==> config.mk <==
export PLATFORM = sky130hd
export DESIGN_NAME = alu_sequencer
export DESIGN_NICKNAME = d
export VERILOG_FILES = /design/src/rtl/alu_sequencer_pkg.sv /design/src/rtl/cmd_fifo.sv /design/src/rtl/alu_sequencer.sv
export SDC_FILE = /design/constraint.sdc
export NUM_CORES = 1
export LEC_CHECK = 0
export CAP_MARGIN = 20
export CORE_MARGIN = 3
export CORE_UTILIZATION = 55
export DETAILED_ROUTE_END_ITERATION = 6
export GPL_ROUTABILITY_DRIVEN = 0
export PLACE_DENSITY_LB_ADDON = 0.05
export SYNTH_ARGS = -nofsm -noshare
export SYNTH_HDL_FRONTEND = slang
export SYNTH_SLANG_ARGS = --single-unit
==> constraint.sdc <==
create_clock -name clk -period 6 [get_ports clk]
set_input_delay 1.2 -clock clk [delete_from_list [all_inputs] [get_ports clk]]
set_output_delay 1.2 -clock clk [all_outputs]
set_load 0.01 [all_outputs]
==> src/rtl/alu_sequencer_pkg.sv <==
// Shared types and widths for the ALU command sequencer.
// Latency: n/a (declarations only).
// Backpressure: n/a.
package alu_sequencer_pkg;

    localparam int OPND_W   = 8;                 // each ALU operand
    localparam int ALU_IN_W = 2 * OPND_W;        // packed {a, b} toward the ALU
    localparam int OP_W     = 2;                 // ALU opcode
    localparam int ENTRY_W  = OP_W + 2 * OPND_W; // one queued command (18 bits)

    typedef enum logic [2:0] {
        ST_IDLE,
        ST_ISSUE,
        ST_WAIT,
        ST_CAPTURE,
        ST_RESP
    } state_e;

    // Field order matches the FIFO entry layout {op, a, b}.
    typedef struct packed {
        logic [OP_W-1:0]   op;
        logic [OPND_W-1:0] a;
        logic [OPND_W-1:0] b;
    } cmd_t;

endpackage

==> src/rtl/cmd_fifo.sv <==
// Command queue: power-of-two depth FIFO with full/empty flags.
// Latency: an entry pushed on one edge is visible at rdata_o after that edge; no bypass.
// Backpressure: push ignored while full (even with a same-cycle pop); pop ignored while empty.
module cmd_fifo #(
    parameter int DEPTH = 4,
    parameter int WIDTH = 18
) (
    input  logic             clk,
    input  logic             rst_n,
    input  logic             push_i,
    input  logic [WIDTH-1:0] wdata_i,
    input  logic             pop_i,
    output logic [WIDTH-1:0] rdata_o,
    output logic             full_o,
    output logic             empty_o
);

    localparam int              AW       = $clog2(DEPTH);
    localparam logic [AW:0]     FULL_CNT = (AW + 1)'(DEPTH);

    logic [WIDTH-1:0] mem_q [DEPTH];
    logic [AW-1:0]    wr_ptr_q;
    logic [AW-1:0]    rd_ptr_q;
    logic [AW:0]      count_q;
    logic             do_push;
    logic             do_pop;

    // Flags come from the registered count, so a pop never frees space for a same-cycle push.
    assign full_o  = (count_q == FULL_CNT);
    assign empty_o = (count_q == '0);
    assign do_push = push_i && !full_o;
    assign do_pop  = pop_i && !empty_o;
    assign rdata_o = mem_q[rd_ptr_q];

    // Storage array: written only on an accepted push, no reset needed.
    always_ff @(posedge clk) begin
        if (do_push) begin
            mem_q[wr_ptr_q] <= wdata_i;
        end
    end

    // Pointers and occupancy; pointers wrap naturally because DEPTH is a power of two.
    always_ff @(posedge clk or negedge rst_n) begin
        if (!rst_n) begin
            wr_ptr_q <= '0;
            rd_ptr_q <= '0;
            count_q  <= '0;
        end else begin
            if (do_push) begin
                wr_ptr_q <= wr_ptr_q + 1'b1;
            end
            if (do_pop) begin
                rd_ptr_q <= rd_ptr_q + 1'b1;
            end
            case ({do_push, do_pop})
                2'b10:   count_q <= count_q + 1'b1;
                2'b01:   count_q <= count_q - 1'b1;
                default: count_q <= count_q;
            endcase
        end
    end

endmodule

==> src/rtl/alu_sequencer.sv <==
// Queues {op,a,b} commands and runs them one at a time through an external ALU.
// Latency: pop -> ISSUE(1) + WAIT(>=1, timeout bound) + CAPTURE(1) -> rsp_valid; one IDLE between ops.
// Backpressure: cmd_ready drops when the queue is full; RESP holds until rsp_ready.
module alu_sequencer
    import alu_sequencer_pkg::*;
#(
    parameter int FIFO_DEPTH     = 4,
    parameter int TIMEOUT_CYCLES = 64
) (
    input  logic                clk,
    input  logic                rst_n,
    input  logic                cmd_valid,
    output logic                cmd_ready,
    input  logic [OPND_W-1:0]   cmd_a,
    input  logic [OPND_W-1:0]   cmd_b,
    input  logic [OP_W-1:0]     cmd_op,
    output logic [ALU_IN_W-1:0] alu_in,
    output logic [OP_W-1:0]     alu_op,
    output logic                alu_valid,
    input  logic                alu_ready,
    input  logic [OPND_W-1:0]   alu_result,
    output logic                rsp_valid,
    input  logic                rsp_ready,
    output logic [OPND_W-1:0]   rsp_data,
    output logic [OP_W-1:0]     rsp_op,
    output logic                rsp_err,
    output logic                busy,
    output logic [7:0]          timeout_cnt
);

    localparam int                WCNT_W       = $clog2(TIMEOUT_CYCLES + 1);
    localparam logic [WCNT_W-1:0] TIMEOUT_LAST = WCNT_W'(TIMEOUT_CYCLES - 1);

    state_e              state_q;
    cmd_t                opnd_q;
    cmd_t                fifo_wdata;
    cmd_t                fifo_rdata;
    logic                fifo_full;
    logic                fifo_empty;
    logic                fifo_push;
    logic                fifo_pop;
    logic                ready_en_q;
    logic                alu_rdy_prev_q;
    logic                alu_done;
    logic                alu_valid_q;
    logic                rsp_valid_q;
    logic [OPND_W-1:0]   rsp_data_q;
    logic [OP_W-1:0]     rsp_op_q;
    logic                rsp_err_q;
    logic [WCNT_W-1:0]   wait_cnt_q;
    logic [7:0]          timeout_cnt_q;

    // ready_en_q keeps cmd_ready low during reset and until the first clock after release.
    assign cmd_ready  = ready_en_q && !fifo_full;
    assign fifo_push  = cmd_valid && cmd_ready;
    assign fifo_wdata = '{op: cmd_op, a: cmd_a, b: cmd_b};
    assign fifo_pop   = (state_q == ST_IDLE) && !fifo_empty;

    // Only a fresh 0->1 transition counts, so a ready level left over from the last op is ignored.
    assign alu_done = alu_ready && !alu_rdy_prev_q;

    // The operand register drives the ALU directly, so alu_in/alu_op stay put for the whole op.
    assign alu_in      = {opnd_q.a, opnd_q.b};
    assign alu_op      = opnd_q.op;
    assign alu_valid   = alu_valid_q;
    assign rsp_valid   = rsp_valid_q;
    assign rsp_data    = rsp_data_q;
    assign rsp_op      = rsp_op_q;
    assign rsp_err     = rsp_err_q;
    assign timeout_cnt = timeout_cnt_q;
    assign busy        = (state_q != ST_IDLE) || !fifo_empty;

    cmd_fifo #(
        .DEPTH (FIFO_DEPTH),
        .WIDTH (ENTRY_W)
    ) u_cmd_fifo (
        .clk     (clk),
        .rst_n   (rst_n),
        .push_i  (fifo_push),
        .wdata_i (fifo_wdata),
        .pop_i   (fifo_pop),
        .rdata_o (fifo_rdata),
        .full_o  (fifo_full),
        .empty_o (fifo_empty)
    );

    // Sequencer FSM with registered ALU/response outputs, wait timer and timeout counter.
    always_ff @(posedge clk or negedge rst_n) begin
        if (!rst_n) begin
            state_q        <= ST_IDLE;
            opnd_q         <= '0;
            ready_en_q     <= 1'b0;
            alu_rdy_prev_q <= 1'b0;
            alu_valid_q    <= 1'b0;
            rsp_valid_q    <= 1'b0;
            rsp_data_q     <= '0;
            rsp_op_q       <= '0;
            rsp_err_q      <= 1'b0;
            wait_cnt_q     <= '0;
            timeout_cnt_q  <= '0;
        end else begin
            ready_en_q     <= 1'b1;
            alu_rdy_prev_q <= alu_ready;
            case (state_q)
                ST_IDLE: begin
                    if (!fifo_empty) begin
                        opnd_q      <= fifo_rdata;
                        alu_valid_q <= 1'b1;
                        state_q     <= ST_ISSUE;
                    end
                end
                ST_ISSUE: begin
                    alu_valid_q <= 1'b0;
                    wait_cnt_q  <= '0;
                    state_q     <= ST_WAIT;
                end
                ST_WAIT: begin
                    if (alu_done) begin
                        state_q <= ST_CAPTURE;
                    end else if (wait_cnt_q == TIMEOUT_LAST) begin
                        // ALU never answered: report an error response carrying no data.
                        rsp_valid_q <= 1'b1;
                        rsp_data_q  <= '0;
                        rsp_op_q    <= opnd_q.op;
                        rsp_err_q   <= 1'b1;
                        if (timeout_cnt_q != 8'hFF) begin
                            timeout_cnt_q <= timeout_cnt_q + 1'b1;
                        end
                        state_q <= ST_RESP;
                    end else begin
                        wait_cnt_q <= wait_cnt_q + 1'b1;
                    end
                end
                ST_CAPTURE: begin
                    // The ALU result register has updated by now; take it on the way out.
                    rsp_valid_q <= 1'b1;
                    rsp_data_q  <= alu_result;
                    rsp_op_q    <= opnd_q.op;
                    rsp_err_q   <= 1'b0;
                    state_q     <= ST_RESP;
                end
                ST_RESP: begin
                    if (rsp_ready) begin
                        rsp_valid_q <= 1'b0;
                        state_q     <= ST_IDLE;
                    end
                end
                default: begin
                    alu_valid_q <= 1'b0;
                    rsp_valid_q <= 1'b0;
                    state_q     <= ST_IDLE;
                end
            endcase
        end
    end

endmodule
; ---- Yosys cells after proc, flatten, opt, wreduce, memory -nomap -nowiden
; Memories as Yosys holds them, arrays and structs flattened. A register that Yosys moved wholly into a read port is not among the register bits.
; Cells that the tools add are included.
[totals]
ff_bits = 40
ramBits = 72
in_bits = 31
output_inout_bits = 41
word_cells = 89
n_memories = 1
[mem_list]
columns = memory, words, width, read_ports, rd_clocked_by_memory_dff, wr, line_no
row1 = u_cmd_fifo.mem_q, 4, 18, 1, 1, 1, cmd_fifo.sv:21  ; logic [WIDTH-1:0] mem_q [DEPTH];
[op_classes]
addsub = 6
eq_ne = 15
mux = 24
bitwise = 4
n_reduce_logical = 26
[ops]
columns = operator, n
row1 = $mux 8, 2
row2 = $pmux 8 s2, 1
row3 = $pmux 3 s5, 1
row4 = $mux 7, 2
row5 = $pmux 7 s2, 1
row6 = $mux 3, 4
row7 = $ne 2x2->1 const B, 5
row8 = $reduce_and 3->1, 3
row9 = $add 8x1->8 const B, 1
row10 = $ne 8x8->1 const B, 1
row11 = $reduce_and 4->1, 2
row12 = $add 7x1->7 const B, 1
row13 = $eq 7x6->1 const B, 1
row14 = $eq 3x2->1 const B, 2
row15 = $eq 3x3->1 const B, 2
row16 = $logic_and 1x1->1, 6
row17 = $logic_not 3->1, 2
row18 = $mux 1, 6
row19 = $pmux 3 s2, 1
row20 = $reduce_bool 2->1, 3
row21 = $add 2x1->2 const B, 2
row22 = $logic_not 1->1, 4
row23 = $mux 2, 2
row24 = $not 1->1, 4
row25 = 14 further kinds, 16

; ---- Logic depth before layout (Yosys ltp)
[logic_depth]
depth_word = 7
ltp_mapped = 10

; ---- Modules after synthesis
; Synthesis repeated with hierarchy kept, for this count alone.
[hier_totals]
hier_cells = 306
area_unflattened_um2 = 5242.5
[modules_own_cells]
columns = mod, n_inst, cells_each, area_per_inst_um2, seq_area_each_um2
row1 = cmd_fifo, 1, 131, 3037.9, 2337.2
row2 = alu_sequencer, 1, 175, 2204.6, 1276.2

; ---- Worst setup path before layout
; No wires, ideal clock.
[synth_path]
path_type = in2reg
start = input port cmd_valid
end = register u_cmd_fifo.count_q[2]
t_arrival_ns = 2.360
required_time_ns = 5.921
setup_slack_ns = 3.561
cell_stages = 8
path_buffers = 0
path_cell_list = and2_1 > inv_1 > ha_1 > inv_1 > fa_1 > xor2_1 > nor2_1 > xor2_1
[synth_via]
elab_chain_cells = 4
word_cells_on_any_way = 6
[synth_lines]
columns = item, line_no
row1 = from (decl), alu_sequencer.sv:12  ; input logic cmd_valid,
row2 = $logic_and 1x1->1 (*), alu_sequencer.sv:55  ; assign fifo_push = cmd_valid && cmd_ready;
row3 = $logic_and 1x1->1 (*), cmd_fifo.sv:31  ; assign do_push = push_i && !full_o;
row4 = $eq 2x1->1 or $eq 2x2->1 (tied branches), cmd_fifo.sv:55  ; case ({do_push, do_pop})
row5 = $pmux 3 s2 or $reduce_bool 2->1 (tied branches), -
row6 = to (signal assigned), cmd_fifo.sv:56  ; 2'b10: count_q <= count_q + 1'b1;
row7 = to (signal assigned), cmd_fifo.sv:57  ; 2'b01: count_q <= count_q - 1'b1;
row8 = to (signal assigned), cmd_fifo.sv:58  ; default: count_q <= count_q;
row9 = to (decl), cmd_fifo.sv:24  ; logic [AW:0] count_q;
; Mark *: on every way between the ends. The rest lies on a longest branch, timed or not.
; A chain may end at the register's enable or synchronous reset.

; ---- Final worst setup path
[layout_path]
start = register u_cmd_fifo.count_q[0]
end = output port busy
[layout_via]
elab_chain_cells = 3
[layout_lines]
columns = item, line_no
row1 = $logic_not 3->1, cmd_fifo.sv:30  ; assign empty_o = (count_q == '0);
row2 = $logic_not 1->1, alu_sequencer.sv:71  ; assign busy = (state_q != ST_IDLE) || !fifo_empty;
row3 = $logic_or 1x1->1, alu_sequencer.sv:71
row4 = to (decl), alu_sequencer.sv:27  ; output logic busy,
; No other way between the ends.

==> reports/qor.yml <==
sta:
  worstMarginPinSlew_ps: 959
  rsz0062_at_grt: "no"
  slew_headroom: 0.360
  hold_violations: 0
  fmax_mhz: 308
  skew_ps: 10.5
  setup-violations-final: 0
  fin_crit_sh: 0.542
  setup_ws_ps: 2750
  post-route-min-period_ps: 3250
  drv_slew: 0
  finalSetupTns_ps: 0
worst_setup_path:
  required_ps: 4800
  endpoint_kind: "output port"
  critPathKind: "register to output port"
  r2r_slack_ps: 3590
  crit_path_max_fanout: 3
  cp.arrival_ps: 2050
  r2r.worst_path.cells: 8
  startpoint_type: "register"
  r2r-end: "u_cmd_fifo.count_q[2]"
  reg2reg_from: "state_q[0]"
job:
  max-cap-violations: 0
floorplan:
  die_w_um: 104
  num_rows: 35
  core_region_area_um2: 9280
  floorplan.initialDensity: 0.567
  dieArea_um2: 10800
  io_pins: 72
  fp.dieH_um: 104
detailed_routing:
  via_per_inst: 5.40
  drt-initial-drc-count: 111
  antenna_left: 0
  vias: 2838
  wl_mm: 9.10
  firstDrtPassIters: 4
  drt-wirelength-per-cell_um: 17.3
  drc: 0
synthesis:
  seq_area_frac_synth: 0.686
  synth_edf_count: 72
  synth_cell_types: 54
  synth_flop_cell: "edfxtp_1"
  yosys_warnings: 0
  syn-cell-area_um2: 5270
  syn_nets: 341
  async_flop_share: 0.446
  synth_cells: 302
  synth-seq-cells: 130
  syn_avg_cell_area_um2: 17.4
final_layout:
  drive_above_1_share: 0.234
  n_fill_cell: 636
  antennaDiodeCount: 0
  area_growth_pct: 25.3
  nets: 423
  final_cell_mix: "72 x edfxtp_1, 70 x clkdlybuf4s50_1, 58 x dfrtp_1"
  final_common_cell: "edfxtp_1"
global_routing:
  met1_usage: 0.228
  antenna_found_initial: 0
  grt_max_degree: 59
  grt_pass1_wl_mm: 15.0
  grt.total_usage: 0.180
  grt_util_met2: 0.297
  overflow: 0
  grt.busiest_layer: "met2"
  grt_pass1_vias: 2887
  met3_usage: 0.0573
clocking:
  post_cts_resized: 0
  postCtsSetupRepairBufs: 0
  cts_tree: "yes"
  cts_hold_buf: 0
  cts.sinks: 130
  cts_root_buf: "clkbuf_8"
  h-tree-depth: 4
  clkSlewWorstSetupHoldPaths_ps: 60
  cts_made_buffers: 17
  clockBufferDepth: 2
  clk_latency_ps: 510
run_status:
  status: "complete, no violations"
placed_design:
  dp_hpwl_mm: 5.63
  portBuffers: 71
  place_ws_ps: 2980
hold_path:
  hold_end: "alu_valid"
  holdPathStages: 1
  min_from: "alu_valid"
  hold_class: "register to register"
power_and_ir_drop:
  p_leak_nw: 2.52
  power-per-cell-area_nw_per_um2: 485
  peakVddDrop_uv: 321
-- Yosys cell counts, types with 4 or more instances --
master | number | area [um^2]
mux2_2 | 24 | 270
nor3_1 | 4 | 20.0
nand3_1 | 10 | 50.1
nand2_1 | 12 | 45.0
xor2_1 | 8 | 70.1
and3_1 | 5 | 31.3
ha_1 | 7 | 87.6
mux4_2 | 18 | 405
buf_4 | 4 | 30.0
nor2_1 | 4 | 15.0
a22o_1 | 8 | 70.1
inv_1 | 9 | 33.8
edfxtp_1 | 72 | 2160
dfrtp_1 | 58 | 1450
-- power by group --
group	total (W)	internal (W)	leakage [nW]	switching (W)
combinational	0.000992	0.000568	0.891	0.000424
sequential	0.00131	0.00115	1.38	0.000154
clock	0.000899	0.000512	0.257	0.000387
-- per-layer routing --
layer,routed length (um),vias to the layer above,share of wire
met5,0,-,0
met4,89,0,0.0098
li1,-,1324,-
met2,4620,62,0.51
met3,389,12,0.043
met1,4000,1440,0.44
-- flip-flops by register name, summed over array words and instances, names as in the netlist --
name and count:
u_cmd_fifo.mem_q 72, alu_in 16, rsp_data 8, timeout_cnt 8, wait_cnt_q 7, state_q 3, u_cmd_fifo.count_q 3, alu_op 2
rsp_op 2, u_cmd_fifo.rd_ptr_q 2, u_cmd_fifo.wr_ptr_q 2, alu_rdy_prev_q 1, alu_valid 1, ready_en_q 1, rsp_err 1, rsp_valid 1
-- critical path, cell delays in order, from the launching register on --
cell and delay [ps]:
dfrtp_1 400, nor3_1 410, nand3_1 210, clkdlybuf4s50_1 520
-- area by class of cell --
type	instances	area [um^2]	area share
sequential	130	3610	0.548
multi-input combinational	152	1540	0.233
tap	129	161	0.0245
clock inverter	14	105	0.0159
inverter	9	33.8	0.00512
clock buffer	18	418	0.0634
timing repair buffer	74	728	0.110
-- per-stage QoR --
step	utilization	area (um^2)	hold slack (ps)	instances	power, W
4_1_cts	0.710	6600	497	526	0.00324
2_1_floorplan	-	5270	465	302	0.00197
3_5_place_dp	0.654	6070	481	494	0.00233
5_1_grt	0.710	6600	509	526	0.00337
3_3_place_gp	0.654	6070	472	494	0.00231
6_report	0.710	6600	488	526	0.00320
-- cell families after synthesis --
group,count (synthesis),synth area share
flip-flops,130,0.686
buffers and inverters,20,0.0221
AO/OA/AOI/OAI,24,0.0380
adder cells (fa/ha/maj),8,0.0204
other,1,0.000712
multiplexers,44,0.132
AND/OR/NAND/NOR,64,0.0820
XOR/XNOR,11,0.0183
-- worst max path at each step --
stage                                from  cells past startpoint               endpoint
detailed placement              cmd_valid                      9  u_cmd_fifo.count_q[2]
CTS                 u_cmd_fifo.count_q[0]                      3                   busy
global route        u_cmd_fifo.count_q[0]                      3                   busy
floorplan                       cmd_valid                      8  u_cmd_fifo.count_q[2]
finish              u_cmd_fifo.count_q[0]                      3                   busy
global placement                cmd_valid                      9  u_cmd_fifo.count_q[2]
Note: power is estimated with default switching activity, not from simulation.
